**src/rtl/ecg_pkg.sv**
```systemverilog
// Shared definitions for the ECG apnea pipeline blocks.
//   rr_state_t : interval tracker state (ARM waits for a first peak,
//                MEASURE counts ticks since the last accepted peak)
//   FS_HZ      : nominal sample rate of the sample_en tick
//   MIN_RR_DEF : default refractory limit in ticks (250 ms @ 100 Hz)
//   MAX_RR_DEF : default timeout limit in ticks (2.5 s @ 100 Hz)
package ecg_pkg;

  typedef enum logic {
    ARM     = 1'b0,
    MEASURE = 1'b1
  } rr_state_t;

  localparam int unsigned FS_HZ      = 100;
  localparam int unsigned MIN_RR_DEF = 25;
  localparam int unsigned MAX_RR_DEF = 250;

endpackage

```
**src/rtl/rr_moving_avg.sv**
```systemverilog
// Moving average over the last 2^AVG_LOG2 pushed values.
//   clk, rst   : clock, asynchronous active-high reset
//   push       : 1-cycle strobe, data is written into the circular buffer
//   flush      : discard history (fill and sum cleared, avg holds)
//   data       : value pushed
//   avg        : sum >> AVG_LOG2, updated the cycle after a push once full
//   avg_valid  : 1-cycle pulse, avg updated
//   avg_ready  : level, buffer full and avg meaningful
module rr_moving_avg #(
  parameter int unsigned CNT_W    = 16,
  parameter int unsigned AVG_LOG2 = 2
) (
  input  logic             clk,
  input  logic             rst,
  input  logic             push,
  input  logic             flush,
  input  logic [CNT_W-1:0] data,
  output logic [CNT_W-1:0] avg,
  output logic             avg_valid,
  output logic             avg_ready
);

  localparam int unsigned DEPTH = 1 << AVG_LOG2;
  localparam int unsigned SUM_W = CNT_W + AVG_LOG2;
  localparam logic [AVG_LOG2:0] DEPTH_F = (AVG_LOG2 + 1)'(DEPTH);

  logic [CNT_W-1:0]    buf_mem [DEPTH];
  logic [AVG_LOG2-1:0] wr_ptr;
  logic [AVG_LOG2:0]   fill;
  logic [SUM_W-1:0]    sum;

  logic                full;
  logic [CNT_W-1:0]    oldest;
  logic [SUM_W-1:0]    sum_next;
  logic [AVG_LOG2:0]   fill_next;

  always_comb begin
    full      = (fill == DEPTH_F);
    // Until the buffer has wrapped, the slot being overwritten holds no
    // history, so nothing is subtracted from the sum.
    oldest    = full ? buf_mem[wr_ptr] : '0;
    sum_next  = sum + SUM_W'(data) - SUM_W'(oldest);
    fill_next = full ? fill : fill + 1'b1;
  end

  assign avg_ready = full;

  always_ff @(posedge clk or posedge rst) begin
    if (rst) begin
      for (int unsigned i = 0; i < DEPTH; i++) buf_mem[i] <= '0;
      wr_ptr    <= '0;
      fill      <= '0;
      sum       <= '0;
      avg       <= '0;
      avg_valid <= 1'b0;
    end else begin
      avg_valid <= 1'b0;
      if (flush) begin
        wr_ptr <= '0;
        fill   <= '0;
        sum    <= '0;
      end else if (push) begin
        buf_mem[wr_ptr] <= data;
        wr_ptr          <= wr_ptr + 1'b1;
        sum             <= sum_next;
        fill            <= fill_next;
        if (fill_next == DEPTH_F) begin
          avg       <= CNT_W'(sum_next >> AVG_LOG2);
          avg_valid <= 1'b1;
        end
      end
    end
  end

endmodule

```
**src/rtl/rr_interval_tracker.sv**
```systemverilog
// R-R interval measurement between the R-peak detector and HRV stage.
//   clk, rst      : clock, asynchronous active-high reset
//   sample_en     : 1-cycle sample-rate tick; nothing advances without it
//   r_peak        : R-peak flag, qualified by sample_en
//   rr_value      : last accepted interval in ticks
//   rr_valid      : pulse, rr_value updated
//   rr_avg        : moving average of the last 2^AVG_LOG2 intervals
//   avg_valid     : pulse, rr_avg updated (one cycle after rr_valid)
//   avg_ready     : level, average buffer full
//   peak_rejected : pulse, peak inside refractory window ignored
//   rr_timeout    : pulse, no peak within MAX_RR ticks
module rr_interval_tracker
  import ecg_pkg::*;
#(
  parameter int unsigned CNT_W    = 16,
  parameter int unsigned MIN_RR   = MIN_RR_DEF,
  parameter int unsigned MAX_RR   = MAX_RR_DEF,
  parameter int unsigned AVG_LOG2 = 2
) (
  input  logic             clk,
  input  logic             rst,
  input  logic             sample_en,
  input  logic             r_peak,
  output logic [CNT_W-1:0] rr_value,
  output logic             rr_valid,
  output logic [CNT_W-1:0] rr_avg,
  output logic             avg_valid,
  output logic             avg_ready,
  output logic             peak_rejected,
  output logic             rr_timeout
);

  localparam logic [CNT_W-1:0] MIN_C = CNT_W'(MIN_RR);
  localparam logic [CNT_W-1:0] MAX_C = CNT_W'(MAX_RR);

  rr_state_t        state;
  logic [CNT_W-1:0] count;
  logic             timeout_hit;

  // Decoded combinationally so the average history is dropped on the same
  // edge that raises rr_timeout, keeping avg_ready aligned with the pulse.
  assign timeout_hit = sample_en && (state == MEASURE) && !r_peak && (count == MAX_C);

  always_ff @(posedge clk or posedge rst) begin
    if (rst) begin
      state         <= ARM;
      count         <= '0;
      rr_value      <= '0;
      rr_valid      <= 1'b0;
      peak_rejected <= 1'b0;
      rr_timeout    <= 1'b0;
    end else begin
      rr_valid      <= 1'b0;
      peak_rejected <= 1'b0;
      rr_timeout    <= 1'b0;
      if (sample_en) begin
        case (state)
          ARM: begin
            if (r_peak) begin
              count <= CNT_W'(1);
              state <= MEASURE;
            end
          end
          MEASURE: begin
            if (r_peak) begin
              if (count < MIN_C) begin
                peak_rejected <= 1'b1;
                count         <= count + 1'b1;
              end else begin
                rr_value <= count;
                rr_valid <= 1'b1;
                count    <= CNT_W'(1);
              end
            end else if (count == MAX_C) begin
              rr_timeout <= 1'b1;
              count      <= '0;
              state      <= ARM;
            end else begin
              count <= count + 1'b1;
            end
          end
          default: state <= ARM;
        endcase
      end
    end
  end

  rr_moving_avg #(
    .CNT_W   (CNT_W),
    .AVG_LOG2(AVG_LOG2)
  ) u_avg (
    .clk      (clk),
    .rst      (rst),
    .push     (rr_valid),
    .flush    (timeout_hit),
    .data     (rr_value),
    .avg      (rr_avg),
    .avg_valid(avg_valid),
    .avg_ready(avg_ready)
  );

endmodule

```
**config.mk**
```make
export PLATFORM = sky130hd
export DESIGN_NAME = rr_interval_tracker
export DESIGN_NICKNAME = d
export VERILOG_FILES = /design/src/rtl/ecg_pkg.sv /design/src/rtl/rr_moving_avg.sv /design/src/rtl/rr_interval_tracker.sv
export SDC_FILE = /design/constraint.sdc
export NUM_CORES = 1
export LEC_CHECK = 0
export ABC_AREA = 1
export CORE_MARGIN = 2
export CORE_UTILIZATION = 61
export DETAILED_ROUTE_END_ITERATION = 10
export PLACE_DENSITY = 0.81
export RECOVER_POWER = 50
export SLEW_MARGIN = 20
export SYNTH_ARGS = -nofsm -noshare
export SYNTH_HDL_FRONTEND = slang
export SYNTH_SLANG_ARGS = --single-unit
```
**constraint.sdc**
```tcl
create_clock -name clk -period 5.35 [get_ports clk]
set_input_delay 1.07 -clock clk [delete_from_list [all_inputs] [get_ports clk]]
set_output_delay 1.07 -clock clk [all_outputs]
set_load 0.005 [all_outputs]
```
==> results.tsv, run 1 <==
stage	metric	value	unit
finish	drive_gt1_share	6.37	%
finish	num-fill-cells	993	
flow_run	drv_cap	2	
yosys	ys.warnings.count	0	
yosys	synth_seq_cells	140	
worst_setup_path	regToRegSetupSlack	1.60	ns
clock_network	numCtsBuffers	17	
yosys	syn_area	0.00785	sq mm
floorplan	die_h	117	um
yosys	synth-main-ff-cell	dfrtp_1	
finish	synthToLayoutAreaGrowth	13.0	%
hold_path	hp-class	reg2reg	
placed_design	post-dp-hpwl	13300	um
clock_network	cts_hold_buffers	0	
clock_network	clockBufferDepth	2	
sta	post-route-min-period	3.75	ns
yosys	yosys.area.top_type	dfrtp_1	
clock_network	htree_levels	4	
worst_setup_path	cp-start-kind	flop	
clock_network	clk_pin_slew	0.06	ns
routing	wl	19000	um
floorplan	dieArea	0.0138	sq mm
routing	route.vias.total	6572	
global_routing	grt_max_degree	111	
finish	final_cell_mix	nand2_1 (260), inv_1 (151), dfrtp_1 (140)	
finish	layout_commonest_cell	nand2_1	
routing	wire_per_inst	16.0	um
worst_setup_path	critPathMaxFanout	23	
clock_network	cts_sinks	140	
yosys	synth-async-reset-ratio	100	%
yosys	post-synth-top-area-fraction	44.6	%
global_routing	grt_pass1_wl	32200	um
finish	nets	1054	
worst_setup_path	endpoint_kind	flop	
sta	finalSetupViolCount	0	
clock_network	cts_resized	0	
sta	tightestPinTransition	2.30	ns
floorplan	start_util	62.5	%
yosys	syn_avg_cell_area	8.02	sq um
sta	max_freq	267	MHz
routing	dr.pass1.iters	7	
routing	drtAntennaViolNets	0	
floorplan	die_w	117	um
routing	drtIter0Drc	640	
global_routing	grt_overflow	0	
clock_network	insertion_delay	0.43	ns
routing	drcViolationCount	0	
yosys	yosysSeqAreaShare	44.6	%
yosys	synthTopCellsByArea	dfrtp_1 (45%), nand2_1 (12%), o21ai_0 (7.6%)	
clock_network	postCtsSetupBuffers	0	
sta	setup_ws	1.60	ns
clock_network	cts_tree	done	
worst_setup_path	cp_data_arrival_time	4.06	ns
global_routing	antenna_found_initial	0	
sta	slew_violations	145	
placed_design	place_congestion	0.899	
global_routing	gr-usage-all-layers	29.4	%
run_status	status	complete, but fails checks	
floorplan	row_count	41	
clock_network	cts_root_buffer	clkbuf_16	
yosys	syn_inst	979	
power	peakVddDrop	0.440	mV
run_status	violations	max-capacitance violations, max-slew violations	
worst_setup_path	critPathKind	reg2reg	
floorplan	core_area	0.0126	sq mm
sta	tns	0	ns
placed_design	portBuffers	40	
finish	antennaDiodeCount	0	
sta	fin_crit_sh	70.0	%
power	pwr_density_cell	669	mW/mm^2
sta	max_slew_margin	-53.1	%
global_routing	first_global_vias	6451	
sta	fin_skew	0.00651	ns
sta	rsz0062_at_grt	false	
sta	finalHoldViolCount	0	
placed_design	pre_cts_slack	1.67	ns
yosys	synth_edf_count	0	
floorplan	io_pins	41	
routing	viasPerCell	5.51	
power	p_leak	4.47	nW
yosys	syn_nets	1026	
worst_setup_path	critPathRequiredTime	5.66	ns
yosys	ys_types	37	
## metrics by stage
stage / hold slack, ns / utilization (%) / instance area, sq um / cells / power, W
2_1_floorplan: 0.449 / - / 7850 / 979 / 0.00385
3_3_place_gp: 0.463 / 66.0 / 8300 / 1160 / 0.00461
3_5_place_dp: 0.469 / 66.0 / 8300 / 1160 / 0.00470
4_1_cts: 0.482 / 70.7 / 8880 / 1192 / 0.00591
5_1_grt: 0.505 / 70.6 / 8870 / 1192 / 0.00644
6_report: 0.473 / 70.6 / 8870 / 1192 / 0.00593
## logic make-up (layout without fill, tap and decap cells)
family | Yosys count | after routing | synth area share, %
compound gates | 226 | 226 | 15.7
simple gates | 361 | 361 | 19.4
buf+inv | 194 | 235 | 10.2
xor+xnor | 15 | 15 | 1.67
flops | 140 | 140 | 44.6
fa+ha+maj | 43 | 43 | 8.38
## final timing paths
check / start / end / cells after the start
max in group asynchronous: rst / u_avg.buf_mem[33]$_DFFE_PP0P_ / 3
hold / removal: u_avg.avg[4]$_DFFE_PP0P_ / u_avg.avg[4]$_DFFE_PP0P_ / 2
setup / recovery: u_avg.wr_ptr[1]$_DFFE_PP0P_ / u_avg.sum[17]$_DFFE_PP0P_ / 13
min in group asynchronous: rst / u_avg.buf_mem[32]$_DFFE_PP0P_ / 2
setup reg to reg: u_avg.wr_ptr[1]$_DFFE_PP0P_ / u_avg.sum[17]$_DFFE_PP0P_ / 13
hold reg to reg: u_avg.avg[4]$_DFFE_PP0P_ / u_avg.avg[4]$_DFFE_PP0P_ / 2
## layout make-up
type / count / area [sq um] / area share [%]
well taps: 172 / 215 / 2.43
multi-input cells: 645 / 3530 / 39.8
flip-flops and latches: 140 / 3500 / 39.5
inverters: 159 / 601 / 6.77
clock inverters: 10 / 115 / 1.30
repair buffers: 44 / 430 / 4.85
clock buffers: 22 / 474 / 5.35
## state kept, by name, indices dropped and copies added (netlist names)
name / flops
u_avg.avg_valid: 1
u_avg.avg: 16
rr_value: 16
u_avg.wr_ptr: 2
rr_timeout: 1
u_avg.buf_mem: 64
u_avg.fill: 3
state: 1
rr_valid: 1
count: 16
u_avg.sum: 18
peak_rejected: 1
## cell usage after synthesis (all sizes together), types with 9 or more instances
cell,instances
o22ai,15
o21ai,139
dfrtp,140
xor2,9
nor2,28
ha,27
fa,16
clkbuf,14
buf,21
nand2,263
nand3,49
inv,158
nor3,9
a21oi,62
## where the power goes
part / switching [W] / total [W] / internal [W]
clock network: 0.000450 / 0.00117 / 0.000721
registers: 0.000290 / 0.00167 / 0.00138
logic: 0.00196 / 0.00310 / 0.00114
total: 0.00270 / 0.00593 / 0.00323
## routing by layer
layer  part of all wire [%]  GRT usage (%)
met1                     44           40.6
met2                     45           44.3
met3                    6.2           6.06
met4                    4.2           15.1
met5                      0              0
## worst max-delay path, cell delays in order, from the launching register on
cell     delay, ns
dfrtp_1       0.86
inv_1         0.46
a21oi_1       0.25
o21ai_0       0.11
a21oi_1       0.26
fa_1          0.46
inv_1         0.07
ha_1          0.29
a21oi_1       0.19
nand2_1       0.12
a21oi_1       0.26
nand3_1       0.14
nand3_1       0.10
nand2_1       0.06
Power figures use the tool's default switching activity.
==> run 2, diff against run 1 <==
- clock period: 5.35 -> 3.7 ns (I/O delays scaled with it)
==> run 2 against run 1 <==
- the flow now finishes without violations
- wire length is 2.6% higher
- clock skew about the same
- clock power up 50%
- first-iteration DRC count increased by 1.7%
- combinational power increased by 46%
- total power grew 47%
- critical endpoint is now u_avg.avg[8]$_DFFE_PP0P_
- largest cell class unchanged
- highest routed layer unchanged
==> results.tsv, run 2 (synthesized netlist as in run 1, its figures left out) <==
stage	metric	value	unit
floorplan	row_count	41	
global_routing	grt_pass1_wl	32400	um
clock_network	clk_pin_slew	0.06	ns
routing	drtAntennaViolNets	0	
placed_design	dp.cells	1167	
floorplan	dieArea	0.0138	sq mm
worst_setup_path	endpoint_kind	flop	
clock_network	cts_root_buffer	clkbuf_16	
finish	finalNonFillerCells	1199	
clock_network	numCtsBuffers	17	
routing	wire_per_inst	16.3	um
worst_setup_path	cp_data_arrival_time	3.85	ns
clock_network	cts_tree	done	
finish	multi_input_area	0.00354	sq mm
global_routing	antenna_found_initial	0	
sta	post-route-min-period	3.54	ns
sta	fin_crit_sh	95.6	%
clock_network	htree_levels	4	
placed_design	place_congestion	0.959	
finish	num-fill-cells	970	
global_routing	grt_overflow	0	
sta	tightestPinTransition	1.25	ns
floorplan	die_h	117	um
run_status	status	finished clean	
power	p_leak	4.46	nW
finish	synthToLayoutAreaGrowth	13.8	%
finish	layout_commonest_cell	nand2_1	
global_routing	gr-usage-all-layers	29.8	%
finish	antennaDiodeCount	0	
finish	final_cell_mix	nand2_1 (260), inv_1 (151), dfrtp_1 (139)	
routing	viasPerCell	5.56	
sta	finalHoldViolCount	0	
worst_setup_path	critPathMaxFanout	10	
floorplan	core_area	0.0126	sq mm
finish	largest_register	u_avg.buf_mem	
power	peakVddDrop	0.591	mV
sta	fin_skew	0.00639	ns
clock_network	insertion_delay	0.43	ns
placed_design	portBuffers	40	
worst_setup_path	cp-start-kind	flop	
sta	slew_violations	0	
flow_run	drv_cap	0	
global_routing	grt_max_degree	92	
hold_path	hp-class	reg2reg	
floorplan	start_util	62.5	%
finish	seqCellArea	0.00350	sq mm
floorplan	io_pins	41	
finish	largest_reg_flops	64	
routing	drtIter0Drc	651	
floorplan	die_w	117	um
clock_network	cts_hold_buffers	0	
clock_network	postCtsSetupBuffers	0	
routing	route.vias.total	6668	
global_routing	first_global_vias	6501	
placed_design	post-dp-hpwl	13500	um
clock_network	cts_sinks	140	
routing	dr.pass1.iters	6	
finish	drive_gt1_share	6.82	%
sta	max_freq	283	MHz
clock_network	clockBufferDepth	2	
finish	reg_top3	u_avg.buf_mem x64, u_avg.sum x18	
worst_setup_path	critPathKind	reg2reg	
power	pwr_density_cell	973	mW/mm^2
worst_setup_path	critPathRequiredTime	4.01	ns
sta	tns	0	ns
routing	wl	19500	um
finish	nets	1061	
sta	rsz0062_at_grt	false	
routing	drcViolationCount	0	
sta	max_slew_margin	16.8	%
sta	finalSetupViolCount	0	
[run 2: final timing paths]
path / startpoint / endpoint / slack (ns) / cells past startpoint
worst max-delay path: u_avg.wr_ptr[1]$_DFFE_PP0P_ / u_avg.avg[8]$_DFFE_PP0P_ / 0.16 / 17
worst min-delay path: u_avg.avg[9]$_DFFE_PP0P_ / u_avg.avg[9]$_DFFE_PP0P_ / 0.48 / 2
worst max register to register: u_avg.wr_ptr[1]$_DFFE_PP0P_ / u_avg.avg[8]$_DFFE_PP0P_ / 0.16 / 17
worst min register to register: u_avg.avg[9]$_DFFE_PP0P_ / u_avg.avg[9]$_DFFE_PP0P_ / 0.48 / 2
max in group asynchronous: rst / u_avg.wr_ptr[0]$_DFFE_PP0P_ / 0.84 / 3
min in group asynchronous: rst / u_avg.buf_mem[0]$_DFFE_PP0P_ / 0.98 / 2
[run 2: worst max-delay path, cell delays in order, from the launching register on]
cell     delay (ns)
dfrtp_1        0.46
buf_4          0.21
a21oi_1        0.16
o21ai_0        0.16
a21oi_1        0.25
ha_1           0.27
inv_1          0.05
ha_1           0.23
inv_1          0.08
fa_1           0.41
o21ai_0        0.45
nand2_1        0.09
nand2_1        0.13
nand2_1        0.10
nand2_1        0.08
nand2_1        0.08
nand3_1        0.14
nand2_1        0.07
[run 2: layer usage]
layer | part of all wire, % | global-route usage (%)
met5 | 0 | 0
met2 | 48 | 48.2
met4 | 2.5 | 11.2
met1 | 43 | 39.7
met3 | 7.2 | 6.59
[run 2: what timing repair did]
action / in CTS / in global routing
resized for setup: 0 / 1
hold endpoints to repair: 0 / 0
endpoints found under the setup margin: 0 / 5
[run 2: cell type report]
class                      instances  area share [%]
clock buffer                      25            5.54
clock inverter                     7            1.23
inverter                         159            6.69
multi-input combinational        645            39.6
sequential                       140            39.2
tap                              172            2.41
timing repair buffer              51            5.32
[run 2: report_power, final]
part	switching, W	total (W)	internal [W]	leakage, nW
clock network	0.000636	0.00176	0.00113	0.301
registers	0.000402	0.00239	0.00199	1.74
logic	0.00287	0.00454	0.00167	2.42
[run 2: through the flow]
stage	setup slack, ns	instance area [sq um]	power [W]	utilization (%)	hold WS (ns)
4_1_cts	0.257	8960	0.00862	71.3	0.484
2_1_floorplan	0.756	7860	0.00557	-	0.449
6_report	0.163	8940	0.00870	71.1	0.476
5_1_grt	0.0398	8940	0.00943	71.1	0.496
3_5_place_dp	0.355	8360	0.00679	66.5	0.467
3_3_place_gp	0.441	8360	0.00667	66.5	0.463
==> run 3, diff against run 2 <==
- CORE_MARGIN: 2 -> unset
==> run 3 against run 2 <==
- the run now ends with max-capacitance violations, max-slew violations left
- die area down 3.4%
- non-clock buffer count down 1
- flip-flop and latch count unchanged
- fmax up 5.6%
- first-iteration DRC count up 8.8%
- critical path type unchanged
- register-to-register slack better by 0.19 ns
- global-route usage up 1.6 points
- wire length down 2.3%
- highest routed layer unchanged
- core utilization about the same
- via count down 0.76%
==> results.tsv, run 3 (synthesized netlist as in run 1, its figures left out) <==
stage	metric	value	unit
sta	tns	0	ns
worst_setup_path	regToRegSetupSlack	0.35	ns
finish	final_cell_mix	nand2_1 (260), inv_1 (151), dfrtp_1 (139)	
worst_setup_path	critPathKind	reg2reg	
floorplan	io_pins	41	
sta	fin_skew	0.00867	ns
floorplan	die_w	115	um
finish	synthToLayoutAreaGrowth	13.8	%
finish	antennaDiodeCount	0	
finish	drive_gt1_share	7.02	%
sta	setup_ws	0.351	ns
clock_network	clockBufferDepth	2	
clock_network	cts_tree	done	
flow_run	drv_cap	2	
power	peakVddDrop	0.590	mV
worst_setup_path	max_stage_delay	0.55	ns
clock_network	cts_root_buffer	clkbuf_16	
floorplan	die_h	115	um
worst_setup_path	critPathMaxFanout	15	
routing	wl	19100	um
worst_setup_path	critPathRequiredTime	3.99	ns
routing	dr.pass1.iters	7	
sta	tightestPinTransition	1.91	ns
hold_path	hp-class	reg2reg	
sta	max_slew_margin	-27.7	%
run_status	violations	max-capacitance violations, max-slew violations	
placed_design	dp.cells	1166	
routing	viasPerCell	5.52	
finish	layout_commonest_cell	nand2_1	
worst_setup_path	cp_cell_sequence	inv_1 -> a21oi_1 -> o21ai_0 -> a21oi_1 -> fa_1 -> inv_1 -> ha_1 -> nand2_1 -> inv_1 -> a21oi_1 -> nand3_1 -> nor2_1 -> nand3b_1 -> o21ai_0	
routing	drtAntennaViolNets	0	
placed_design	post-dp-hpwl	13200	um
finish	largest_register	u_avg.buf_mem	
clock_network	numCtsBuffers	17	
sta	finalSetupViolCount	0	
placed_design	place_congestion	0.941	
routing	route.vias.total	6617	
clock_network	cts_sinks	140	
sta	fin_crit_sh	90.5	%
power	pwr_density_cell	968	mW/mm^2
sta	post-route-min-period	3.35	ns
floorplan	dieArea	0.0133	sq mm
finish	stdcell_area	0.00894	sq mm
global_routing	grt_overflow	0	
routing	drtIter0Drc	708	
sta	finalHoldViolCount	0	
global_routing	antenna_found_initial	0	
finish	reg_top3	u_avg.buf_mem x64, u_avg.sum x18	
sta	max_freq	299	MHz
worst_setup_path	worst-path-buf-inv	3	
global_routing	grt_max_degree	141	
clock_network	postCtsSetupBuffers	0	
global_routing	first_global_vias	6276	
clock_network	htree_levels	4	
worst_setup_path	slowest_stage	dfrtp_1	
global_routing	gr-usage-all-layers	31.4	%
worst_setup_path	critPathTopFamily	compound AO/OA/AOI/OAI gates	
floorplan	core_area	0.0126	sq mm
placed_design	pre_cts_slack	0.400	ns
clock_network	clk_pin_slew	0.06	ns
sta	slew_violations	175	
placed_design	dpl-instance-area	0.00835	sq mm
floorplan	row_count	41	
power	total_power	0.00865	W
worst_setup_path	cp_data_arrival_time	3.64	ns
power	p_leak	4.47	nW
routing	wire_per_inst	15.9	um
worst_setup_path	endpoint_kind	flop	
finish	finalNonFillerCells	1198	
sta	rsz0062_at_grt	false	
finish	nets	1060	
placed_design	portBuffers	40	
clock_network	insertion_delay	0.42	ns
finish	largest_reg_flops	64	
routing	drcViolationCount	0	
run_status	status	complete, but fails checks	
global_routing	grt_pass1_wl	31300	um
worst_setup_path	cp-start-kind	flop	
floorplan	start_util	62.5	%
run 3: cell types whose count changed in the layout (fill, tap and decap cells not counted), sizes merged:
cell	before	now
clkinv	5	7
clkbuf	28	23
clkinvlp	1	2
buf	8	9
dlygate4sd3	3	4
clkdlybuf4s50	37	36
run 3: metrics by stage:
stage               hold WS (ns)  utilization (%)
global placement           0.464             66.5
detailed placement         0.464             66.5
CTS                        0.478             71.3
finish                     0.477             71.1
floorplan                  0.449                -
global route               0.498             71.1
run 3: what timing repair did:
item	CTS	global route
endpoints found under the setup margin	0	2
hold buffers	0	0
resized for setup	0	1
run 3: path summary, 6_finish.rpt:
path / start / to / depth (start not counted)
max in group asynchronous: rst / u_avg.wr_ptr[0]$_DFFE_PP0P_ / 3
min in group asynchronous: rst / rr_value[1]$_DFFE_PP0P_ / 3
worst min-delay path: u_avg.avg[4]$_DFFE_PP0P_ / u_avg.avg[4]$_DFFE_PP0P_ / 2
worst max register to register: u_avg.wr_ptr[1]$_DFFE_PP0P_ / u_avg.sum[9]$_DFFE_PP0P_ / 14
worst min register to register: u_avg.avg[4]$_DFFE_PP0P_ / u_avg.avg[4]$_DFFE_PP0P_ / 2
worst max-delay path: u_avg.wr_ptr[1]$_DFFE_PP0P_ / u_avg.sum[9]$_DFFE_PP0P_ / 14
run 3: area by class of cell:
class                           instances  area (sq um)
Clock inverter                         10           139
Multi-Input combinational cell        645          3530
Clock buffer                           22           474
Sequential cell                       140          3500
Fill cell                             993          3630
Timing Repair Buffer                   50           475
Tap cell                              172           215
Inverter                              159           601
run 3: power breakdown:
group,internal (W),switching [W]
sequential,0.00199,0.000407
combinational,0.00166,0.00283
clock,0.00111,0.000652
total,0.00476,0.00389
run 3: layer usage:
metal	vias to the layer above	part of all wire (%)	global-route usage, %
li1	3200	-	-
met1	3133	43	41.9
met2	239	47	49.9
met3	45	6.9	6.49
met4	0	3.3	13.8
met5	-	0	0
run 3: tightest hold or removal path: stages, from the launching register on:
cell and delay [ns]:
dfrtp_1 0.33, nand2_1 0.05, nand2_1 0.06
